$ cat config.mk
export PLATFORM = sky130hd
export DESIGN_NAME = fifo
export DESIGN_NICKNAME = d
export VERILOG_FILES = /design/src/rtl/fifo.sv
export SDC_FILE = /design/constraint.sdc
export NUM_CORES = 1
export LEC_CHECK = 0
export CAP_MARGIN = 0
export CELL_PAD_IN_SITES_DETAIL_PLACEMENT = 0
export CELL_PAD_IN_SITES_GLOBAL_PLACEMENT = 1
export CORE_MARGIN = 4
export CORE_UTILIZATION = 40
export DETAILED_ROUTE_END_ITERATION = 12
export PLACE_DENSITY_LB_ADDON = 0.08
export SLEW_MARGIN = 20
export SYNTH_ARGS = -nofsm -noshare
export SYNTH_HDL_FRONTEND = slang
export SYNTH_SLANG_ARGS = --single-unit
$ cat constraint.sdc
create_clock -name clk -period 1.9 [get_ports clk]
set_input_delay 0.38 -clock clk [delete_from_list [all_inputs] [get_ports clk]]
set_output_delay 0.38 -clock clk [all_outputs]
set_load 0.02 [all_outputs]
$ cat src/rtl/fifo.sv
// fifo: first-word fall-through queue with NUM_SLOTS words of DATA_WIDTH bits.
// Pointers wrap modulo NUM_SLOTS; a separate occupancy count drives the flags,
// so full and empty are unambiguous even when the pointers coincide.
module fifo #(
  parameter int NUM_SLOTS     = 4,
  parameter int LOG_NUM_SLOTS = 2,
  parameter int DATA_WIDTH    = 32
) (
  input  logic                  clk,
  input  logic                  rst,
  input  logic [DATA_WIDTH-1:0] data_write,
  input  logic                  write,
  output logic                  full,
  output logic                  almost_full,
  output logic [DATA_WIDTH-1:0] data_read,
  input  logic                  next_read,
  output logic                  empty
);

  localparam logic [LOG_NUM_SLOTS:0]   FULL_COUNT   = (LOG_NUM_SLOTS+1)'(NUM_SLOTS);
  localparam logic [LOG_NUM_SLOTS:0]   ALMOST_COUNT = (LOG_NUM_SLOTS+1)'(NUM_SLOTS - 1);
  localparam logic [LOG_NUM_SLOTS:0]   ZERO_COUNT   = '0;
  localparam logic [LOG_NUM_SLOTS:0]   ONE_COUNT    = (LOG_NUM_SLOTS+1)'(1);
  localparam logic [LOG_NUM_SLOTS-1:0] ONE_PTR      = LOG_NUM_SLOTS'(1);

  logic [DATA_WIDTH-1:0]    mem_q [NUM_SLOTS];
  logic [LOG_NUM_SLOTS-1:0] wr_ptr_q, wr_ptr_d;
  logic [LOG_NUM_SLOTS-1:0] rd_ptr_q, rd_ptr_d;
  logic [LOG_NUM_SLOTS:0]   count_q, count_d;
  logic                     do_write_s;
  logic                     do_pop_s;

  // Flags come straight from the registered count; the head word falls through.
  always_comb begin
    empty       = (count_q == ZERO_COUNT);
    full        = (count_q == FULL_COUNT);
    almost_full = (count_q == ALMOST_COUNT);
    data_read   = mem_q[rd_ptr_q];
  end

  // Next-state for pointers and count; reset wins over any request.
  always_comb begin
    do_write_s = write && !full;
    do_pop_s   = next_read && !empty;
    wr_ptr_d   = wr_ptr_q;
    rd_ptr_d   = rd_ptr_q;
    count_d    = count_q;
    if (!rst) begin
      wr_ptr_d = '0;
      rd_ptr_d = '0;
      count_d  = ZERO_COUNT;
    end else begin
      if (do_write_s) begin
        wr_ptr_d = wr_ptr_q + ONE_PTR;
      end else begin
        wr_ptr_d = wr_ptr_q;
      end
      if (do_pop_s) begin
        rd_ptr_d = rd_ptr_q + ONE_PTR;
      end else begin
        rd_ptr_d = rd_ptr_q;
      end
      case ({do_write_s, do_pop_s})
        2'b10:   count_d = count_q + ONE_COUNT;
        2'b01:   count_d = count_q - ONE_COUNT;
        default: count_d = count_q;
      endcase
    end
  end

  // Control state registers.
  always_ff @(posedge clk) begin
    wr_ptr_q <= wr_ptr_d;
    rd_ptr_q <= rd_ptr_d;
    count_q  <= count_d;
  end

  // Storage array; contents need no reset since empty qualifies data_read.
  always_ff @(posedge clk) begin
    if (rst && do_write_s) begin
      mem_q[wr_ptr_q] <= data_write;
    end
  end

endmodule

==> impl_metrics.csv <==
group,metric,value,unit
finish,drive_gt1_frac,0.382,
setup_path,worstPathRequired,1.52,ns
timing,setup_slack,-0.214,ns
global_routing,grt_pass1_wl,14300,um
setup_path,cp.arrival,1.73,ns
synth,yosys.cell_types.count,26,
placed_design,hpwl,5980,um
detailed_routing,dr.pass1.iters,4,
clock_network,cts.clk_slew.worst_paths,0.05,ns
clock_network,cts_hold_buf,0,
timing,fmax,473,MHz
clock_network,cts_buffer_depth,2,
synth,synth_edf_count,128,
synth,synth_most_common_cell,"edfxtp_1",
synth,yosysWarnings,0,
power,vdd_ir_drop_max,0.729,mV
timing,slew_violations,0,
detailed_routing,final_antenna_net_count,0,
synth,synth_cells,222,
detailed_routing,viasPerCell,4.80,
outcome,status,"finished, violations left",
global_routing,grt-ovfl-total,0,
job,cap_violations,0,
setup_path,path_common_cell,"buf_12",
synth,syn-num-nets,264,
worst_hold_path,min_path_type,"flip-flop to flip-flop",
synth,ys_top_cells_by_count,"edfxtp_1, mux4_2, dfxtp_1",
synth,ys.flop_type,"edfxtp_1",
detailed_routing,num_vias,2459,
clock_network,clkSinkCount,137,
setup_path,cp-start-kind,"flip-flop",
clock_network,tritoncts.num_buffers,17,
timing,hold_viol,0,
power,p_per_area,1330,mW/mm^2
synth,avgSynthCellArea,23.2,um^2
setup_path,path_class,"flip-flop to output pin",
floorplan,die_width,122,um
setup_path,path_max_fanout,6,
timing,worst_pin_slew,0.307,ns
finish,synthToLayoutAreaGrowth,36.1,%
floorplan,design.die.area,0.0148,mm^2
detailed_routing,drc,0,
synth,syn_area,0.00516,mm^2
timing,post-route-min-period,2.11,ns
placed_design,port_buffers,70,
synth,ys_ff_latch,137,
detailed_routing,routed_wl,9170,um
floorplan,ios,71,
detailed_routing,wl_per_cell,17.9,um
timing,finalSetupViolCount,32,
clock_network,cts_tree,"done",
placed_design,gp_congestion,0.690,
timing,fin_skew,0.00832,ns
clock_network,worstSkewPairLatency,0.41,ns
global_routing,grt_usage,0.135,
floorplan,die_y,122,um
synth,synth-seq-area-share,0.780,
timing,tns,-4.59,ns
synth,synth_top_area_frac,0.745,
setup_path,critPathSlowestCell,"mux4_2",
synth,synth_top_area_cell,"edfxtp_1",
finish,fillers,1011,
floorplan,start_util,0.409,
finish,final_core_util,0.556,
global_routing,first_global_vias,2598,
synth,synth.area.top_cells,"edfxtp_1, mux4_2, dfxtp_1",
global_routing,grt_max_degree,20,
setup_path,crit_chain,"buf_12 > buf_12 > mux4_2 > buf_6",
outcome,violations,"negative setup slack",
setup_path,slowest_delay,0.50,ns
timing,relSlewSlack,0.793,
finish,fin_nets,369,
power,cellLeakagePower,2.35,nW
synth,synthArstFlopShare,0,
setup_path,cp-end-kind,"output pin",
detailed_routing,drtIter0Drc,152,
finish,n_antenna_cell,0,
clock_network,h-tree-depth,4,
timing,rsz0062_at_grt,"true",
timing,post-route-period-util,1.11,
clock_network,cts_root_buffer,"clkbuf_16",
global_routing,grt_antenna_before_repair,0,
floorplan,std_cell_rows,41,
floorplan,fp.coreArea,0.0126,mm^2
[through the flow]
stage | setup slack (ns) | cells | total power, W | cell area, um^2 | hold slack [ns]
after floorplan | -0.156 | 222 | 0.00509 | 5190 | 0.456
after global placement | -0.339 | 479 | 0.00613 | 6370 | 0.468
after detailed placement | -0.360 | 479 | 0.00613 | 6370 | 0.478
after CTS | -0.245 | 513 | 0.00953 | 7030 | 0.492
after global routing | -0.281 | 512 | 0.00977 | 7020 | 0.525
final | -0.214 | 512 | 0.00934 | 7020 | 0.485
[path summary, 6_finish.rpt]
kind	startpoint	endpoint	slack [ns]	cells past startpoint
worst min-delay path	rd_ptr_q[1]$_SDFFE_PN0P_	flip-flop	0.49	2
worst max-delay path	flip-flop	data_read[10]	-0.21	4
worst min register to register	rd_ptr_q[1]$_SDFFE_PN0P_	flip-flop	0.49	2
worst max register to register	count_q[2]$_SDFFE_PN0P_	count_q[2]$_SDFFE_PN0P_	0.06	9
[layout make-up]
class | instances | area (um^2) | area share
Clock buffer | 19 | 433 | 0.0617
Clock inverter | 13 | 134 | 0.0191
Inverter | 6 | 22.5 | 0.00321
Multi-Input combinational cell | 70 | 1040 | 0.148
Sequential cell | 137 | 4040 | 0.575
Tap cell | 172 | 215 | 0.0307
Timing Repair Buffer | 95 | 1140 | 0.162
[critical path, delay by kind of cell (launching register included)]
| family | cells | cell delay, ns |
|---|---|---|
| flip-flops | 1 | 0.41 |
| multiplexers | 1 | 0.50 |
| buffers and inverters | 3 | 0.41 |
[kinds of logic after synthesis]
group | count (synthesis) | synth area share
AOI/OAI and AO/OA | 7 | 0.00776
xor gates and xnor gates | 2 | 0.00340
adders and majority gates | 6 | 0.0160
buffers and inverters | 15 | 0.0228
DFF | 137 | 0.780
muxes | 34 | 0.145
and+or+nand+nor | 21 | 0.0247
[metal layers]
metal | track usage | part of all wire
met1 | 0.160 | 0.42
met2 | 0.218 | 0.52
met3 | 0.0655 | 0.053
met4 | 0.0441 | 0.011
met5 | 0 | 0
[cells in the final DEF, fill, tap and decap left out, types with 2 or more instances in the layout]
master | netlist | routed
clkbuf_1 | 1 | 2
or3_1 | 2 | 2
bufinv_16 | 0 | 3
a21boi_1 | 1 | 2
nor2b_2 | 0 | 2
buf_12 | 3 | 16
ha_1 | 5 | 4
mux2i_1 | 2 | 2
clkinv_1 | 0 | 7
buf_6 | 1 | 32
edfxtp_1 | 128 | 128
nand2_1 | 7 | 7
dfxtp_1 | 9 | 4
inv_1 | 6 | 4
dfxtp_4 | 0 | 3
mux4_2 | 30 | 32
inv_2 | 0 | 2
dfxtp_2 | 0 | 2
and2_1 | 2 | 2
clkbuf_16 | 0 | 17
clkdlybuf4s50_1 | 0 | 35
and3_2 | 0 | 4
buf_4 | 0 | 8
clkinv_2 | 0 | 2
o21ai_0 | 5 | 4
[sequential cells by signal (all words and copies together) (netlist names), named ones only]
| register | flops |
|---|---|
| mem_q | 128 |
| count_q | 3 |
| rd_ptr_q | 2 |
| wr_ptr_q | 2 |
[where the power goes]
part / switching, W / internal (W) / leakage (nW) / total (W)
combinational: 0.00112 / 0.00144 / 0.833 / 0.00256
sequential: 0.000116 / 0.00353 / 1.24 / 0.00365
clock: 0.00111 / 0.00202 / 0.273 / 0.00313
total: 0.00234 / 0.00699 / 2.35 / 0.00934
[timing repair]
item,4_1_cts,5_1_grt
resized for setup,206,5
buffers inserted,1,0
endpoints found under the setup margin,36,35
pin swaps,0,1
cloned,1,0
No activity file was read; power rests on OpenSTA's default activity.
